File: src/rtl/mdu_pkg.sv
// Shared definitions for the EX-stage multiply/divide unit.
// Op encodings, FSM states and divide iteration count.
package mdu_pkg;

  localparam logic [1:0] MDU_MULT  = 2'b00;
  localparam logic [1:0] MDU_MULTU = 2'b01;
  localparam logic [1:0] MDU_DIV   = 2'b10;
  localparam logic [1:0] MDU_DIVU  = 2'b11;

  localparam int MDU_DIV_ITER = 32;

  localparam logic [5:0] MDU_CNT_LAST =
    6'(MDU_DIV_ITER - 1);

  typedef enum logic [2:0] {
    S_IDLE,
    S_MUL,
    S_DIV,
    S_FIX,
    S_DONE
  } mdu_state_e;

  function automatic logic [31:0] abs32(
    input logic [31:0] v,
    input logic        sgn
  );
    return (sgn && v[31]) ? (~v + 32'd1) : v;
  endfunction

endpackage

File: src/rtl/mdu_div_step.sv
// One combinational restoring-divide step.
// Shifts in the next dividend bit and trial-subtracts the divisor.
module mdu_div_step (
  input  logic [32:0] rem,
  input  logic        dbit,
  input  logic [31:0] dvs,
  output logic [32:0] rem_nxt,
  output logic        qbit
);

  logic [33:0] shl;
  logic [32:0] diff;

  assign shl  = {rem, dbit};
  assign diff = shl[32:0] - {1'b0, dvs};
  assign qbit = (shl >= {2'b00, dvs});

  assign rem_nxt = qbit ? diff : shl[32:0];

endmodule

File: src/rtl/ex_mdu.sv
// EX-stage multiply/divide unit owning HI/LO.
// Define MDU_EARLY_EXIT_EN to finish divides with |b|>|a| at once.
module ex_mdu
  import mdu_pkg::*;
(
  input  logic        clk,
  input  logic        rst,
  input  logic        start,
  input  logic [1:0]  op,
  input  logic [31:0] a,
  input  logic [31:0] b,
  input  logic        flush,
  output logic        busy,
  output logic        done,
  output logic [31:0] hi,
  output logic [31:0] lo
);

  mdu_state_e state_q;
  mdu_state_e state_d;

  logic [1:0]  op_q;
  logic [31:0] x_q;
  logic [31:0] y_q;
  logic [32:0] rem_q;
  logic [5:0]  cnt_q;
  logic        sa_q;
  logic        sb_q;
  logic        dz_q;
  logic [31:0] hi_q;
  logic [31:0] lo_q;

  logic        acc;
  logic        is_div;
  logic        sgn_in;
  logic [31:0] abs_a;
  logic [31:0] abs_b;
  logic        early;

  assign acc    = (state_q == S_IDLE)
                & start & ~flush;
  assign is_div = op[1];
  assign sgn_in = ~op[0];
  assign abs_a  = abs32(a, is_div & sgn_in);
  assign abs_b  = abs32(b, is_div & sgn_in);

`ifdef MDU_EARLY_EXIT_EN
  assign early = is_div
               & (b != 32'd0)
               & (abs_b > abs_a);
`else
  assign early = 1'b0;
`endif

  logic [32:0] rem_nxt;
  logic        qbit;

  mdu_div_step u_step (
    .rem     (rem_q),
    .dbit    (x_q[31]),
    .dvs     (y_q),
    .rem_nxt (rem_nxt),
    .qbit    (qbit)
  );

  logic        msgn;
  logic [63:0] ext_x;
  logic [63:0] ext_y;
  logic [63:0] prod;

  assign msgn  = (op_q == MDU_MULT);
  assign ext_x = msgn ? {{32{x_q[31]}}, x_q}
                      : {32'd0, x_q};
  assign ext_y = msgn ? {{32{y_q[31]}}, y_q}
                      : {32'd0, y_q};
  assign prod  = ext_x * ext_y;

  logic [31:0] q_fix;
  logic [31:0] r_fix;

  assign q_fix = (sa_q ^ sb_q) ? (~x_q + 32'd1)
                               : x_q;
  assign r_fix = sa_q ? (~rem_q[31:0] + 32'd1)
                      : rem_q[31:0];

  always_ff @(posedge clk) begin
    if (!rst) begin
      state_q <= S_IDLE;
    end else begin
      state_q <= state_d;
    end
  end

  always_comb begin
    state_d = state_q;
    if (flush) begin
      state_d = S_IDLE;
    end else begin
      unique case (state_q)
        S_IDLE: begin
          if (start) begin
            if (!is_div)    state_d = S_MUL;
            else if (early) state_d = S_FIX;
            else            state_d = S_DIV;
          end
        end
        S_MUL:  state_d = S_DONE;
        S_DIV: begin
          if (cnt_q == MDU_CNT_LAST)
            state_d = S_FIX;
        end
        S_FIX:  state_d = S_DONE;
        S_DONE: state_d = S_IDLE;
        default: state_d = S_IDLE;
      endcase
    end
  end

  always_comb begin
    busy = 1'b0;
    done = 1'b0;
    unique case (1'b1)
      (state_q == S_MUL),
      (state_q == S_DIV),
      (state_q == S_FIX):  busy = 1'b1;
      (state_q == S_DONE): done = 1'b1;
      default: ;
    endcase
  end

  always_ff @(posedge clk) begin
    if (!rst) begin
      op_q  <= MDU_MULT;
      x_q   <= '0;
      y_q   <= '0;
      rem_q <= '0;
      cnt_q <= '0;
      sa_q  <= 1'b0;
      sb_q  <= 1'b0;
      dz_q  <= 1'b0;
      hi_q  <= '0;
      lo_q  <= '0;
    end else begin
      if (acc) begin
        op_q  <= op;
        cnt_q <= '0;
        rem_q <= '0;
        dz_q  <= (b == 32'd0);
        sa_q  <= is_div & sgn_in & a[31];
        sb_q  <= is_div & sgn_in & b[31];
        if (is_div) begin
          y_q <= abs_b;
          if (early) begin
            x_q   <= '0;
            rem_q <= {1'b0, abs_a};
          end else begin
            x_q <= abs_a;
          end
        end else begin
          x_q <= a;
          y_q <= b;
        end
      end
      if (!flush) begin
        if (state_q == S_DIV) begin
          // quotient bits fill x_q as dividend bits leave
          x_q   <= {x_q[30:0], qbit};
          rem_q <= rem_nxt;
          cnt_q <= cnt_q + 6'd1;
        end
        if (state_q == S_MUL) begin
          hi_q <= prod[63:32];
          lo_q <= prod[31:0];
        end
        if (state_q == S_FIX) begin
          hi_q <= r_fix;
          lo_q <= dz_q ? 32'hFFFF_FFFF : q_fix;
        end
      end
    end
  end

  assign hi = hi_q;
  assign lo = lo_q;

endmodule

File: config.mk
export PLATFORM = sky130hd
export DESIGN_NAME = ex_mdu
export DESIGN_NICKNAME = d
export VERILOG_FILES = /design/src/rtl/mdu_pkg.sv /design/src/rtl/mdu_div_step.sv /design/src/rtl/ex_mdu.sv
export SDC_FILE = /design/constraint.sdc
export NUM_CORES = 2
export LEC_CHECK = 0
export ABC_CLOCK_PERIOD_IN_PS = 9100
export CAP_MARGIN = 20
export CORE_MARGIN = 8
export CORE_UTILIZATION = 45
export CTS_CLUSTER_DIAMETER = 80
export DETAILED_ROUTE_END_ITERATION = 6
export SLEW_MARGIN = 20
export SYNTH_ARGS = -nofsm -noshare
export SYNTH_HDL_FRONTEND = slang
export SYNTH_SLANG_ARGS = --single-unit
File: constraint.sdc
create_clock -name clk -period 9.1 [get_ports clk]
set_input_delay 1.82 -clock clk [delete_from_list [all_inputs] [get_ports clk]]
set_output_delay 1.82 -clock clk [all_outputs]
set_load 0.005 [all_outputs]
-- After elaboration in Yosys (flattened, before gate mapping)
Index checks and enable logic that the tools add are counted.
- add/sub/neg operators: 6
- multiply operators: 1
- order comparisons: 1
- equality and inequality tests: 7
- mux-type cells: 29
- bitwise logic cells: 13
- reduce and logical (&&, ||, !) cells: 11
- operators by type and width (kind ; number):
    2-to-1 mux 32 bit ; 14
    2-to-1 mux 33 bit ; 4
    adder 32 x 1 -> 32 bit (second input constant) ; 4
    2-to-1 mux 64 bit ; 2
    inverter 32 bit ; 4
    multiplier 64 x 64 -> 64 bit ; 1
    greater-or-equal comparator 34 x 32 -> 1 bit ; 1
    subtractor 33 x 32 -> 33 bit ; 1
    logical NOT 32 bit ; 1
    2-to-1 mux 6 bit ; 3
    one-hot mux 3 bit (3 select lines) ; 1
    adder 6 x 1 -> 6 bit (second input constant) ; 1
    == test 3 x 2 -> 1 bit (second input constant) ; 2
    == test 6 x 5 -> 1 bit (second input constant) ; 1
    2-to-1 mux 3 bit ; 2
    bitwise AND 1 bit ; 5
    inequality test 2 bit (second input constant) ; 2
    AND reduction 2 bit ; 2
    OR reduction 2 bit ; 2
    == test 3 x 1 -> 1 bit (second input constant) ; 1
    == test 3 bit (second input constant) ; 1
    logical NOT 3 bit ; 1
    inverter 1 bit ; 3
    OR reduction 3 bit ; 1
    6 further kinds ; 8
- flip-flop bits (word level): 175
- input port bits: 70
- output and inout port bits: 66
- logic and storage cells: 79

-- Depth between registers and ports, before layout
- depth after elaboration: 8
- mapped depth: 37
- mapped depth without buffers: 34

-- Hierarchy
A second synthesis with hierarchy kept.
- cells, all modules: 6701
- area total of the unflattened synthesis: 59615.9 µm²
- modules (own cells, without submodules) (module ; instances ; cells each ; area an instance (µm²) ; seq. area each (µm²)):
    ex_mdu ; 1 ; 6317 ; 57143.6 ; 3503.4
    mdu_div_step ; 1 ; 384 ; 2472.4 ; 0.0

-- Worst setup path before layout
OpenSTA, ideal clock, no wires.
- path type: register to register
- start: register x_q[31]
- end: register hi_q[26] (netlist: hi[26])
- setup time: 0.126 ns
- arrival time: 9.050 ns
- data required time: 8.974 ns
- path slack: -0.077 ns
- stages on the path, launching flop included: 31
- path buffers: 2
- period minus slack after synthesis: 9.177 ns
- cell sequence: dfxtp_1 > nor3b_1 > clkbuf_1 > clkbuf_1 > nand2_1 > fa_1 > inv_1 > fa_1 > fa_1 > inv_1 > fa_1 > inv_1 > fa_1 > fa_1 > fa_1 > fa_1 > fa_1 > inv_1 > fa_1 > inv_1 > ha_1 > a21o_1 > a21o_1 > a21oi_1 > o21ai_0 > or4_1 > o21ai_0 > o31ai_1 > a31oi_1 > xor2_1 > o211ai_1
- longest elaborated chain between the ends: 4
- RTL lines (what ; line ; source):
    start: declaration ; ex_mdu.sv:23 ; logic [31:0] x_q;
    start signal: assignment ; ex_mdu.sv:157 ; x_q <= abs_a;
    start signal: assignment ; ex_mdu.sv:167 ; x_q <= {x_q[30:0], qbit};
    2-to-1 mux 64 bit ; ex_mdu.sv:72 ; assign ext_x = msgn ? {{32{x_q[31]}}, x_q}
    multiplier 64 x 64 -> 64 bit ; ex_mdu.sv:76 ; assign prod = ext_x * ext_y;
    2-to-1 mux 32 bit ; ex_mdu.sv:171 ; if (state_q == S_MUL) begin
    2-to-1 mux 32 bit ; ex_mdu.sv:175 ; if (state_q == S_FIX) begin
    end signal: assignment ; ex_mdu.sv:172 ; hi_q <= prod[63:32];
    end signal: assignment ; ex_mdu.sv:176 ; hi_q <= r_fix;
    end: declaration ; ex_mdu.sv:30 ; logic [31:0] hi_q;
Every way passes these cells. The select of a mux whose other input is x is not followed.
A chain may end at the register's enable or synchronous reset.

-- Worst setup path in the final report
- start: register y_q[1]
- end: register hi_q[31] (netlist: hi[31])
- longest elaborated chain between the ends: 4
- RTL lines (what ; line ; source):
    start: declaration ; ex_mdu.sv:24 ; logic [31:0] y_q;
    start signal: assignment ; ex_mdu.sv:152 ; y_q <= abs_b;
    2-to-1 mux 64 bit ; ex_mdu.sv:74 ; assign ext_y = msgn ? {{32{y_q[31]}}, y_q}
    multiplier 64 x 64 -> 64 bit ; ex_mdu.sv:76 ;
    2-to-1 mux 32 bit ; ex_mdu.sv:171 ;
    2-to-1 mux 32 bit ; ex_mdu.sv:175 ;
Every way passes these cells. The select of a mux whose other input is x is not followed.

==> flow_metrics.env <==
export IMPL_grtUsageTotal=0.2860
export IMPL_ys_top_cells_by_area="fa_1 49%, inv_1 10%, ha_1 7.3%"
export IMPL_synth_async_sr_flop_share=0
export IMPL_clk_latency_ns=0.52
export IMPL_cp_start_kind="flop"
export IMPL_rr_startpoint="y_q[1]"
export IMPL_synth_edf_count=0
export IMPL_die_h_microns=376.9
export IMPL_crit_start="y_q[1]"
export IMPL_die_w_microns=376.9
export IMPL_end_kind="flop"
export IMPL_place_area_sq_um=64350
export IMPL_cp_data_required_time_ns=9.54
export IMPL_critPathKind="reg2reg"
export IMPL_slew_viol_final=0
export IMPL_fmax_ghz=0.1119
export IMPL_synth_adder_area_share=0.5601
export IMPL_crit_slowest_cell="fa_1"
export IMPL_hold_start="lo[8]"
export IMPL_final_nets=8601
export IMPL_first_pass_iters=5
export IMPL_fp_row_count=132
export IMPL_grt_first_pass_wirelength_microns=307800
export IMPL_grt_antenna_before_repair=5
export IMPL_tightest_slew_ns=1.103
export IMPL_ctsLongestPathBuffers=2
export IMPL_clock_sinks=175
export IMPL_ctsHoldBuffers=0
export IMPL_core_sq_um=129300
export IMPL_area_growth_syn_to_layout_pct=12.48
export IMPL_drt_vias_per_instance=5.428
export IMPL_yosys_area_share_simple=0.1376
export IMPL_ir_worst_vdd_mv=0.1479
export IMPL_power_mw=7.434
export IMPL_synthDominantCellAreaShare=0.4864
export IMPL_worstHoldPathType="reg2reg"
export IMPL_grt_pass1_vias=48524
export IMPL_place_gp_congestion=0.9947
export IMPL_io_pins=136
export IMPL_crit_top_cell="fa_1"
export IMPL_drv_cap=0
export IMPL_synth_area_sq_um=58600
export IMPL_rsz0062_at_grt="yes"
export IMPL_clkTransAtPathRegs_ns=0.09
export IMPL_start_util=0.4532
export IMPL_fin_skew_ns=0.02099
export IMPL_finalSetupViolCount=0
export IMPL_synth_seq_cells=175
export IMPL_wl_per_cell_microns=23.75
export IMPL_ys_seq_area_frac=0.05978
export IMPL_min_period_over_period=0.9823
export IMPL_design_die_area_sq_um=142000
export IMPL_cpPeakStageDelay_ns=0.56
export IMPL_root_buffer="clkbuf_16"
export IMPL_num_vias=46271
export IMPL_period_needed_ns=8.939
export IMPL_hold_viol_final=0
export IMPL_ys_types=81
export IMPL_synthFlopType="dfxtp_1"
export IMPL_dp_hpwl_microns=172000
export IMPL_syn_inst=6545
export IMPL_drt_antenna_violating_nets=0
export IMPL_syn_num_nets=8381
export IMPL_drive_above_1_share=0.09324
export IMPL_place_port_buffers=135
export IMPL_layout_commonest_cell="inv_1"
export IMPL_grt_ovfl_total=0
export IMPL_syn_avg_cell_area_sq_um=8.954
export IMPL_final_cell_mix="1565 x inv_1, 1379 x fa_1, 751 x nand2_1"
export IMPL_synth_compound_area_frac=0.07837
export IMPL_drcViolationCount=0
export IMPL_synthMuxAreaShare=0.002071
export IMPL_tritoncts="yes"
export IMPL_whs_ns=0.4576
export IMPL_cts_buffers=17
export IMPL_synth_top_family_by_area="adder cells"
export IMPL_relSlewSlack=0.2649
export IMPL_htree_levels=4
export IMPL_cp_arrival_ns=9.38
export IMPL_fin_area_sq_um=65920
export IMPL_status="finished, final reports clean"
export IMPL_drt_iter0_drc=4132
export IMPL_grt_max_degree=86
export IMPL_yosysWarnings=0
export IMPL_power_leakage_nw=33.06
export IMPL_routed_wl_microns=202500
export IMPL_synth_xor_area_share=0.03841
export IMPL_power_density_nw_per_um2=112.8
export IMPL_critical_path_max_fanout=9
export IMPL_yosysTopAreaCell="fa_1"
[through the flow]
stage | utilization | cells | TNS, ns | worst slack, ns
finish | 0.5097 | 8524 | 0 | 0.1608
global route | 0.5097 | 8521 | -0.09460 | -0.04833
CTS | 0.5028 | 8494 | 0 | 0.006205
detailed placement | 0.4976 | 8462 | -1.391 | -0.1993
global placement | 0.4976 | 8462 | -0.6956 | -0.1757
floorplan | - | 6545 | 0 | 0.02786
[area by class of cell]
type | count | area [sq um]
Clock buffer | 17 | 425.4
Multi-Input combinational cell | 4444 | 48340
Tap cell | 1742 | 2180
Timing Repair Buffer | 551 | 5290
Sequential cell | 175 | 3568
Antenna cell | 4 | 10.01
Inverter | 1576 | 5921
Fill cell | 12263 | 63400
Clock inverter | 15 | 188.9
[logic make-up (layout without fill, tap and decap cells)]
| group | count (synthesis) | in the layout |
|---|---|---|
| fa+ha+maj | 1770 | 1770 |
| flops | 175 | 175 |
| buf+inv | 1926 | 2159 |
| simple gates | 1686 | 1686 |
| other cells | 0 | 4 |
| compound gates | 719 | 719 |
| mux | 12 | 12 |
| xor+xnor | 257 | 257 |
[final timing paths]
path | slack [ns] | end | cells past startpoint
worst min-delay path | 0.46 | lo[8] | 2
worst max-delay path | 0.16 | hi[31] | 33
worst min register to register | 0.46 | lo[8] | 2
worst max register to register | 0.16 | hi[31] | 33
[repair_timing]
item,in CTS,in global routing
setup buffers,0,21
resized for setup,20,178
pin swaps,1,59
endpoints found under the setup margin,17,22
cloned,0,5
[state kept, by name, summed over array words and instances, names as in the netlist]
register	flops
sa_q	1
dz_q	1
rem_q	33
x_q	32
sb_q	1
lo	32
op_q	2
state_q	3
cnt_q	6
hi	32
y_q	32
[where the power goes]
group | internal [mW] | switching, mW
Combinational | 2.35 | 3.38
Clock | 0.397 | 0.440
Sequential | 0.798 | 0.0696
Total | 3.55 | 3.89
[synthesized netlist by cell type, types with 13 or more instances]
cell type,number
a211oi_1,42
a21o_1,53
a21oi_1,228
a22oi_1,20
a31oi_1,25
and2_1,476
and3_1,22
buf_1,48
clkbuf_1,296
dfxtp_1,175
fa_1,1424
ha_1,342
inv_1,1575
nand2_1,763
nand2b_1,14
nand3_1,39
nand4_1,16
nor2_1,219
nor2b_1,14
nor3_1,46
nor4_1,13
o21ai_0,154
o21bai_1,15
o221ai_1,48
o31ai_1,31
o41ai_1,14
or3_1,15
or4_1,14
xnor2_1,141
xor2_1,116
[worst max-delay path: cells and delay by family (launching register included)]
kind | cells | cell delay, ns
buffers and inverters | 12 | 1.26
adders and majority gates | 11 | 5.07
AOI/OAI and AO/OA | 5 | 0.97
and+or+nand+nor | 5 | 1.20
DFF | 1 | 0.35
[routing by layer]
metal / track usage / vias to the layer above / share of wire
met4: 0.08676 / 4 / 0.036
met5: 0 / - / 0.00010
met2: 0.4251 / 2113 / 0.42
met3: 0.06247 / 279 / 0.10
met1: 0.4180 / 23953 / 0.44
li1: - / 19922 / -
Power figures use the tool's default switching activity.
